**config.mk**
```make
export PLATFORM = sky130hd
export DESIGN_NAME = key_debounce
export DESIGN_NICKNAME = d
export VERILOG_FILES = /design/src/rtl/key_debounce.sv
export SDC_FILE = /design/constraint.sdc
export NUM_CORES = 1
export LEC_CHECK = 0
export BUFFER_PORTS_ARGS = -buffer_cell sky130_fd_sc_hd__buf_2
export CORE_AREA = 2 2 50 61
export DETAILED_ROUTE_END_ITERATION = 7
export DIE_AREA = 0 0 52 63
export HOLD_SLACK_MARGIN = 0.12
export PLACE_DENSITY = 0.83
export SYNTH_ARGS = -nofsm -noshare
export SYNTH_HDL_FRONTEND = slang
export SYNTH_SLANG_ARGS = --single-unit
```
**constraint.sdc**
```tcl
create_clock -name clk_i -period 5.7 [get_ports clk_i]
set_clock_uncertainty 0.05 [all_clocks]
set_input_delay 1.425 -clock clk_i [delete_from_list [all_inputs] [get_ports clk_i]]
set_output_delay 1.425 -clock clk_i [all_outputs]
set_load 0.1 [all_outputs]
```
**src/rtl/key_debounce.sv**
```systemverilog
`default_nettype none
// ============================================================================
//  Module      : key_debounce
//  Description : Two-flop synchroniser followed by a counter-qualified
//                debounce FSM. Presents a clean level on dat_o, flags
//                aborted transitions on glitch_o and counts them in a
//                saturating counter.
//  Revision    : 1.0 - initial release
// ============================================================================
module key_debounce #(
    parameter int DEBOUNCE_CYCLES = 4,
    parameter int CNT_W           = 20,
    parameter int GLITCH_W        = 8
) (
    input  logic                clk_i,
    input  logic                rst_i,
    input  logic                dat_i,
    output logic                dat_o,
    output logic                busy_o,
    output logic                glitch_o,
    output logic [GLITCH_W-1:0] glitch_cnt_o
);

    // Last value of the stability counter before a WAIT state qualifies.
    localparam logic [CNT_W-1:0] c_CNT_LAST = CNT_W'(DEBOUNCE_CYCLES - 1);
    localparam logic [CNT_W-1:0] c_CNT_ONE  = CNT_W'(1);

    typedef enum logic [1:0] {
        ST_LOW    = 2'd0,
        WAIT_HIGH = 2'd1,
        ST_HIGH   = 2'd2,
        WAIT_LOW  = 2'd3
    } state_t;

    state_t           r_state;
    logic [CNT_W-1:0] r_cnt;
    logic             r_sync1;
    logic             r_sync2;

    // Synchroniser, debounce FSM and all registered outputs.
    always_ff @(posedge clk_i) begin
        if (rst_i) begin
            r_sync1      <= 1'b0;
            r_sync2      <= 1'b0;
            r_state      <= ST_LOW;
            r_cnt        <= '0;
            dat_o        <= 1'b0;
            busy_o       <= 1'b0;
            glitch_o     <= 1'b0;
            glitch_cnt_o <= '0;
        end else begin
            r_sync1  <= dat_i;
            r_sync2  <= r_sync1;
            glitch_o <= 1'b0;

            case (r_state)
                ST_LOW: begin
                    if (r_sync2) begin
                        r_state <= WAIT_HIGH;
                        r_cnt   <= c_CNT_ONE;
                        busy_o  <= 1'b1;
                    end else begin
                        r_cnt   <= '0;
                    end
                end

                WAIT_HIGH: begin
                    if (!r_sync2) begin
                        // Level fell back before qualifying: abort.
                        r_state  <= ST_LOW;
                        r_cnt    <= '0;
                        busy_o   <= 1'b0;
                        glitch_o <= 1'b1;
                        if (glitch_cnt_o != '1) begin
                            glitch_cnt_o <= glitch_cnt_o + 1'b1;
                        end
                    end else if (r_cnt == c_CNT_LAST) begin
                        r_state <= ST_HIGH;
                        r_cnt   <= '0;
                        busy_o  <= 1'b0;
                        dat_o   <= 1'b1;
                    end else begin
                        r_cnt   <= r_cnt + c_CNT_ONE;
                    end
                end

                ST_HIGH: begin
                    if (!r_sync2) begin
                        r_state <= WAIT_LOW;
                        r_cnt   <= c_CNT_ONE;
                        busy_o  <= 1'b1;
                    end else begin
                        r_cnt   <= '0;
                    end
                end

                WAIT_LOW: begin
                    if (r_sync2) begin
                        // Level rose back before qualifying: abort.
                        r_state  <= ST_HIGH;
                        r_cnt    <= '0;
                        busy_o   <= 1'b0;
                        glitch_o <= 1'b1;
                        if (glitch_cnt_o != '1) begin
                            glitch_cnt_o <= glitch_cnt_o + 1'b1;
                        end
                    end else if (r_cnt == c_CNT_LAST) begin
                        r_state <= ST_LOW;
                        r_cnt   <= '0;
                        busy_o  <= 1'b0;
                        dat_o   <= 1'b0;
                    end else begin
                        r_cnt   <= r_cnt + c_CNT_ONE;
                    end
                end

                default: begin
                    r_state <= ST_LOW;
                    r_cnt   <= '0;
                    busy_o  <= 1'b0;
                    dat_o   <= 1'b0;
                end
            endcase
        end
    end

endmodule
`default_nettype wire

```
### Yosys cells after proc, flatten, opt, wreduce, memory -nomap -nowiden

Cells that the tools add are included.

| storage, ports and cells | value |
|---|---|
| output and inout bits | 11 |
| bits in registers | 35 |
| logic and storage cells | 62 |
| input bits | 3 |

| operators by class | value |
|---|---|
| equality and inequality tests | 15 |
| multiplexer cells | 31 |
| $add $sub $neg | 2 |
| reductions and logical operators | 6 |

Operators by type and width:

| kind | number |
|---|---|
| $pmux 20 s4 | 1 |
| $mux 20 | 3 |
| $mux 8 | 3 |
| $add 20x1->20 const B | 1 |
| $eq 20x2->1 const B | 1 |
| $ne 2x2->1 const B | 8 |
| $pmux 8 s2 | 1 |
| $mux 1 | 13 |
| $mux 2 | 6 |
| $add 8x1->8 const B | 1 |
| $ne 8x8->1 const B | 1 |
| $pmux 2 s4 | 1 |
| $ne 3x3->1 const B | 2 |
| $reduce_and 5->1 | 1 |
| $eq 2x2->1 const B | 2 |
| $pmux 1 s2 | 2 |
| $pmux 1 s4 | 1 |
| $reduce_and 4->1 | 1 |
| $reduce_and 3->1 | 1 |
| $eq 2x1->1 const B | 1 |
| $logic_not 2->1 | 1 |
| $reduce_and 2->1 | 1 |
| $reduce_bool 2->1 | 1 |

### Logic depth before layout (Yosys ltp)

Gate-level depths: netlist (run 1).

| depth | value |
|---|---|
| word-level depth | 4 |
| depth in mapped cells | 8 |

### Worst setup path before layout (run 1)

OpenSTA, ideal clock, no wires.

| path | value |
|---|---|
| path kind | reg-to-output |
| start point | register glitch_cnt_o[3] |
| end point | output glitch_cnt_o[3] |
| slack | 3233 ps |
| stages on the path, launching flop included | 1 |
| data arrival time | 992 ps |
| cell sequence | dfxtp_1 |

RTL lines:

| element | line | RTL |
|---|---|---|
| start, declared | 21 | `output logic [GLITCH_W-1:0] glitch_cnt_o` |
| start signal, assigned | 75 | `glitch_cnt_o <= glitch_cnt_o + 1'b1;` |
| start signal, assigned | 105 | `glitch_cnt_o <= glitch_cnt_o + 1'b1;` |

No word-level cell between the ends.

### Worst setup path after layout (run 1)

| path | value |
|---|---|
| start point | register glitch_cnt_o[3] |
| end point | output glitch_cnt_o[3] |

No word-level cell between the ends.

==> run metrics, run 1 <==
Post-Synthesis Cells 183; final worst-path cycle share between 40 and 50%; Starting Density 58.9%; leak pwr 0.571 nW; most common cell after layout, fill and taps aside dfxtp_1; vias in the first global route 1221; DRC violations left 0; Die Wd between 50 and 60 um; flops & latches, synth 35; most area-consuming cells after synthesis dfxtp_1, xnor2_1, xor2_1; Rel. slew slack 46.4%; overflow left after global routing 0; reg2reg start r_cnt[0]; I/O pin total 14; Worst Setup Start Kind register; initial DRC count 45; DR vias roughly 1400; CTS tree built; drt wl/cell 13.4 um; Hold Crit Start r_sync1; Detailed Place HPWL 2.22 mm; final instance area about 0.0017 mm2; post-synth top area share 43.9%; Vias/cell 6.02; Arr. time, crit path 1.24 ns; Setup crit end kind primary output; clock sinks 35; cts hold-fix bufs 0; syn_nets around 190; number of post-CTS setup repair buffers 0; sequential element share of the synthesized area 43.9%; Port Buffers 13; Hold Crit Depth 1; die height between 60 and 70 um; Max Cap Violations 0; final slew viol count 0; worst setup margin between 2 and 3 ns; critical path class register to primary output; Max Freq 368 MHz; worst reg2reg path endpoint busy_o; Crit path required time between 4 and 5 ns; crit-path cells buf_2; cell taking the most area after synthesis dfxtp_1; setup_tns 0 ns; Worst Path Max Fanout 7; commonest non-fill, non-tap cells in the layout dfxtp_1, nor2_1, buf_2; CP max-delay cell buf_2; gp weighted congestion 0.851; post-place instance area 0.00166 mm2; R2R cell count 5; first-pass GRT wire length 5.36 mm; Final Routed Wirelength 3.05 mm; worst path bufs/invs 1; Die ar. 0.00328 mm2; drt pass-1 iters 4; Post-CTS Resized 0; DRT antenna net count 0; GRT Total Usage 21.9%; Netlist cell types 38; core area ~0.0027 mm2; RSZ-0062 raised after global routing false; Fill cells 246; fin crit period about 2.7 ns; CP max stage delay 0.47 ns; n_diodes 0; clk buf depth 2; Slew @ Worst Pin 0.797 ns; clk slew on worst S/H paths 0.10 ns; run status completed; Synth-to-Final Area Change 7.61%; Final setup viols 0; HP Class register to register; Fin. Hold Viols 0; TritonCTS buffer count 5; Worst-Skew Late Latency between 0.3 and 0.4 ns; R2R Setup Slk 3.34 ns; dpl ws ~3 ns; Largest delay share family, worst path buffers and inverters; Syn. warnings 0; Layout Nets 199; initial antenna violation count 0; Mean Syn Cell Area 8.72 um2; row cnt 21; Core Util, Final 63.4%; htree depth 2; VDD IR max 0.168 mV; pin count of the biggest net entering global routing 21; Pwr Density about 240 mW/mm2; Clk Tree Root Cell clkbuf_4; fraction of layout cells with a size suffix above 1 12.9%; area of the mapped netlist roughly 0.0016 mm2; overall power a little over 0.4 mW; hold endpoint r_sync2
## cell type report
class | count | area, um2 | share of cell area, %
clock buffers | 6 | 51.3 | 2.99
clock inverters | 1 | 5.00 | 0.292
inverters | 10 | 37.5 | 2.19
multi-input cells | 129 | 815 | 47.4
flip-flops and latches | 35 | 701 | 40.8
well taps | 34 | 42.5 | 2.48
repair buffers | 13 | 65.1 | 3.79
## Yosys cell counts (all sizes together)
cell type	n
a2111o	1
a2111oi	1
a21oi	10
a31o	2
a31oi	1
and3	3
and4	2
buf	3
clkbuf	6
dfxtp	35
ha	2
inv	10
mux2	1
mux2i	1
nand2	9
nand3	10
nand4	7
nor2	18
nor2b	4
nor3	7
nor4	6
nor4b	1
o211ai	1
o21ai	5
o22ai	1
o311ai	2
o31ai	5
o41ai	2
or2	1
or3	4
or4	6
xnor2	8
xor2	8
## how the worst max path moves through the flow
stage / end / cells after the start / slack (ns) / startpoint
2_1_floorplan: glitch_cnt_o[3] / 0 / 3.23 / glitch_cnt_o[3]
3_3_place_gp: busy_o / 3 / 3.07 / rst_i
3_5_place_dp: busy_o / 3 / 3.00 / rst_i
4_1_cts: glitch_cnt_o[3] / 1 / 2.97 / glitch_cnt_o[3]
5_1_grt: glitch_cnt_o[3] / 1 / 2.93 / glitch_cnt_o[3]
6_report: glitch_cnt_o[3] / 1 / 2.98 / glitch_cnt_o[3]
## per-stage QoR
step,cells,hold WS (ns)
CTS,228,0.401
detailed placement,221,0.377
global route,228,0.434
finish,228,0.397
floorplan,183,0.364
global placement,221,0.372
## layer usage
metal,share of wire (%),GRT usage (%),vias to the layer above
met1,42,25.3,638
li1,-,-,692
met5,0,0,-
met3,4.5,7.18,9
met2,52,36.1,33
met4,2.3,8.88,0
## power by group
group | switching (mW) | total, mW | internal (mW)
Sequential | 0.00220 | 0.249 | 0.247
Clock | 0.0775 | 0.135 | 0.0571
Combinational | 0.0160 | 0.0203 | 0.00437
## flip-flops by register name, indices dropped and copies added (netlist names), named ones only
name,flops
r_state,1
r_cnt,20
busy_o,1
glitch_cnt_o,8
dat_o,1
r_sync2,1
r_sync1,1
glitch_o,1
## cell families after synthesis
family / Yosys count / synth area share [%]
xor gates and xnor gates: 16 / 8.78
muxes: 2 / 1.33
and+or+nand+nor: 78 / 26.5
DFF: 35 / 43.9
adders and majority gates: 2 / 1.57
buffers and inverters: 19 / 5.02
AOI/OAI and AO/OA: 31 / 12.9
(Power assumes the default switching activity.)
==> inputs of run 2 (changes only) <==
--- a/config.mk
+++ b/config.mk
@@ -6,11 +6,11 @@
 export NUM_CORES = 1
 export LEC_CHECK = 0
 export BUFFER_PORTS_ARGS = -buffer_cell sky130_fd_sc_hd__buf_2
-export CORE_AREA = 2 2 50 61
+export CORE_AREA = 2 2 54 66
 export DETAILED_ROUTE_END_ITERATION = 7
-export DIE_AREA = 0 0 52 63
+export DIE_AREA = 0 0 56 68
 export HOLD_SLACK_MARGIN = 0.12
-export PLACE_DENSITY = 0.83
+export PLACE_DENSITY = 0.76
 export SYNTH_ARGS = -nofsm -noshare
 export SYNTH_HDL_FRONTEND = slang
 export SYNTH_SLANG_ARGS = --single-unit
==> constraint.sdc (replaced) <==
create_clock -name clk_i -period 2.4 [get_ports clk_i]
set_clock_uncertainty 0.05 [all_clocks]
set_input_delay 0.6 -clock clk_i [delete_from_list [all_inputs] [get_ports clk_i]]
set_output_delay 0.6 -clock clk_i [all_outputs]
set_load 0.1 [all_outputs]
==> run metrics, run 2 (synthesis gave the netlist of run 1 again) <==
worst hold slack 0.392 ns (was 0.397 ns); GRT Total Usage 18.5% (was 21.9%); Starting Density 49.5% (was 58.9%); Vias/cell 5.78 (was 6.02); max reg flops 20 (unchanged); Worst Setup Start Kind register (unchanged); Layout Nets 202 (was 199); number of post-CTS setup repair buffers 0 (unchanged); Clk Tree Root Cell clkbuf_8 (was clkbuf_4); vias in the first global route 1236 (was 1221); Worst Path Max Fanout 10 (was 7); overflow left after global routing 0 (unchanged); core area 0.00322 mm2 (was 0.00271 mm2); Worst-Skew Late Latency 0.29 ns (was 0.34 ns); Fin. Hold Viols 0 (unchanged); Arr. time, crit path 2.13 ns (was 1.24 ns); setup_tns 0 ns (unchanged); die height 68 um (was 63 um); most common cell after layout, fill and taps aside dfxtp_1 (unchanged); clk buf depth 2 (unchanged); Final Routed Wirelength 3.08 mm (was 3.05 mm); worst setup margin 0.442 ns (was 2.98 ns); first-pass GRT wire length 5.37 mm (was 5.36 mm); fraction of layout cells with a size suffix above 1 13.3% (was 12.9%); DRT antenna net count 0 (unchanged); gp weighted congestion 0.783 (was 0.851); DRC violations left 0 (unchanged); Rel. slew slack 62.3% (was 46.4%); initial DRC count 49 (was 45); htree depth 2 (unchanged); final worst-path cycle share 81.6%; dpl ws 0.474 ns (was 3.00 ns); Core Util, Final 54.6% (was 63.4%); RSZ-0062 raised after global routing false (unchanged); commonest non-fill, non-tap cells in the layout dfxtp_1, nor2_1, buf_2 (unchanged); Setup crit end kind register (was primary output); clock sinks 35 (unchanged); drt pass-1 iters 4 (unchanged); cts hold-fix bufs 0 (unchanged); pin count of the biggest net entering global routing 20 (was 21); HP Class register to register (unchanged); drt wl/cell 13.2 um (was 13.4 um); Die Wd 56 um (was 52 um); DR vias 1346 (was 1372); n_diodes 0 (unchanged); Crit path required time 2.57 ns (was 4.22 ns); Max Freq 511 MHz; row cnt 23 (was 21); CTS tree built (unchanged); clk slew on worst S/H paths 0.06 ns (was 0.10 ns); Biggest register r_cnt (unchanged); I/O pin total 14 (unchanged); VDD IR max 0.408 mV (was 0.168 mV); Port Buffers 13 (unchanged); initial antenna violation count 0 (unchanged); Die ar. 0.00381 mm2 (was 0.00328 mm2); Detailed Place HPWL 2.15 mm (was 2.22 mm); biggest regs r_cnt x20, glitch_cnt_o x8 (unchanged); run status completed (unchanged); Post-CTS Resized 0 (unchanged); fin crit period 1.96 ns; Pwr Density 588 mW/mm2 (was 235 mW/mm2); final slew viol count 0 (unchanged); TritonCTS buffer count 5 (unchanged); leak pwr 0.587 nW (was 0.571 nW); Max Cap Violations 0 (unchanged); Final setup viols 0 (unchanged); Slew @ Worst Pin 0.557 ns (was 0.797 ns); critical path class register to register (was register to primary output); Synth-to-Final Area Change 10.3% (was 7.61%)
[run 2: cell types whose count changed in the layout (fill, tap and decap cells not counted), sizes merged]
cell,previous run,this run
clkinv,1,0
buf,13,16
[run 2: layout make-up]
class                   count  area, um2
well taps                  37       46.3
inverters                  10       37.5
multi-input cells         129        815
fillers                   318       1460
clock buffers               6       72.6
flip-flops and latches     35        701
repair buffers             16       87.6
[run 2: stage by stage]
stage / std cells / area (um2) / power [mW]
5_1_grt: 233 / 1760 / 1.08
6_report: 233 / 1760 / 1.03
3_3_place_gp: 227 / 1690 / 0.653
2_1_floorplan: 183 / 1600 / 0.645
4_1_cts: 233 / 1760 / 1.05
3_5_place_dp: 227 / 1690 / 0.654
[run 2: power by group]
| part | total [mW] | switching [mW] | internal, mW |
|---|---|---|---|
| registers | 0.592 | 0.00540 | 0.587 |
| clock network | 0.394 | 0.200 | 0.193 |
| logic | 0.0480 | 0.0376 | 0.0104 |
| total | 1.03 | 0.244 | 0.790 |
[run 2: routing by layer]
metal	up-vias	global-route usage [%]	part of all wire, %
li1	686	-	-
met1	627	19.7	43
met2	27	32.9	51
met3	6	6.24	4.5
met4	0	9.23	2.2
met5	-	0	0
[run 2: path summary, 6_finish.rpt]
path	start	to	slack (ns)	cells after the start
worst max-delay path	r_cnt[7]	r_cnt[17]	0.44	4
worst min-delay path	r_sync1	r_sync2	0.39	1
worst max register to register	r_cnt[7]	r_cnt[17]	0.44	4
worst min register to register	r_sync1	r_sync2	0.39	1
[run 2: critical path: stages (launching register included)]
cell and delay (ns):
dfxtp_1 0.44, nand4_2 0.19, or3_1 0.53, or4_1 0.54, a21oi_1 0.14
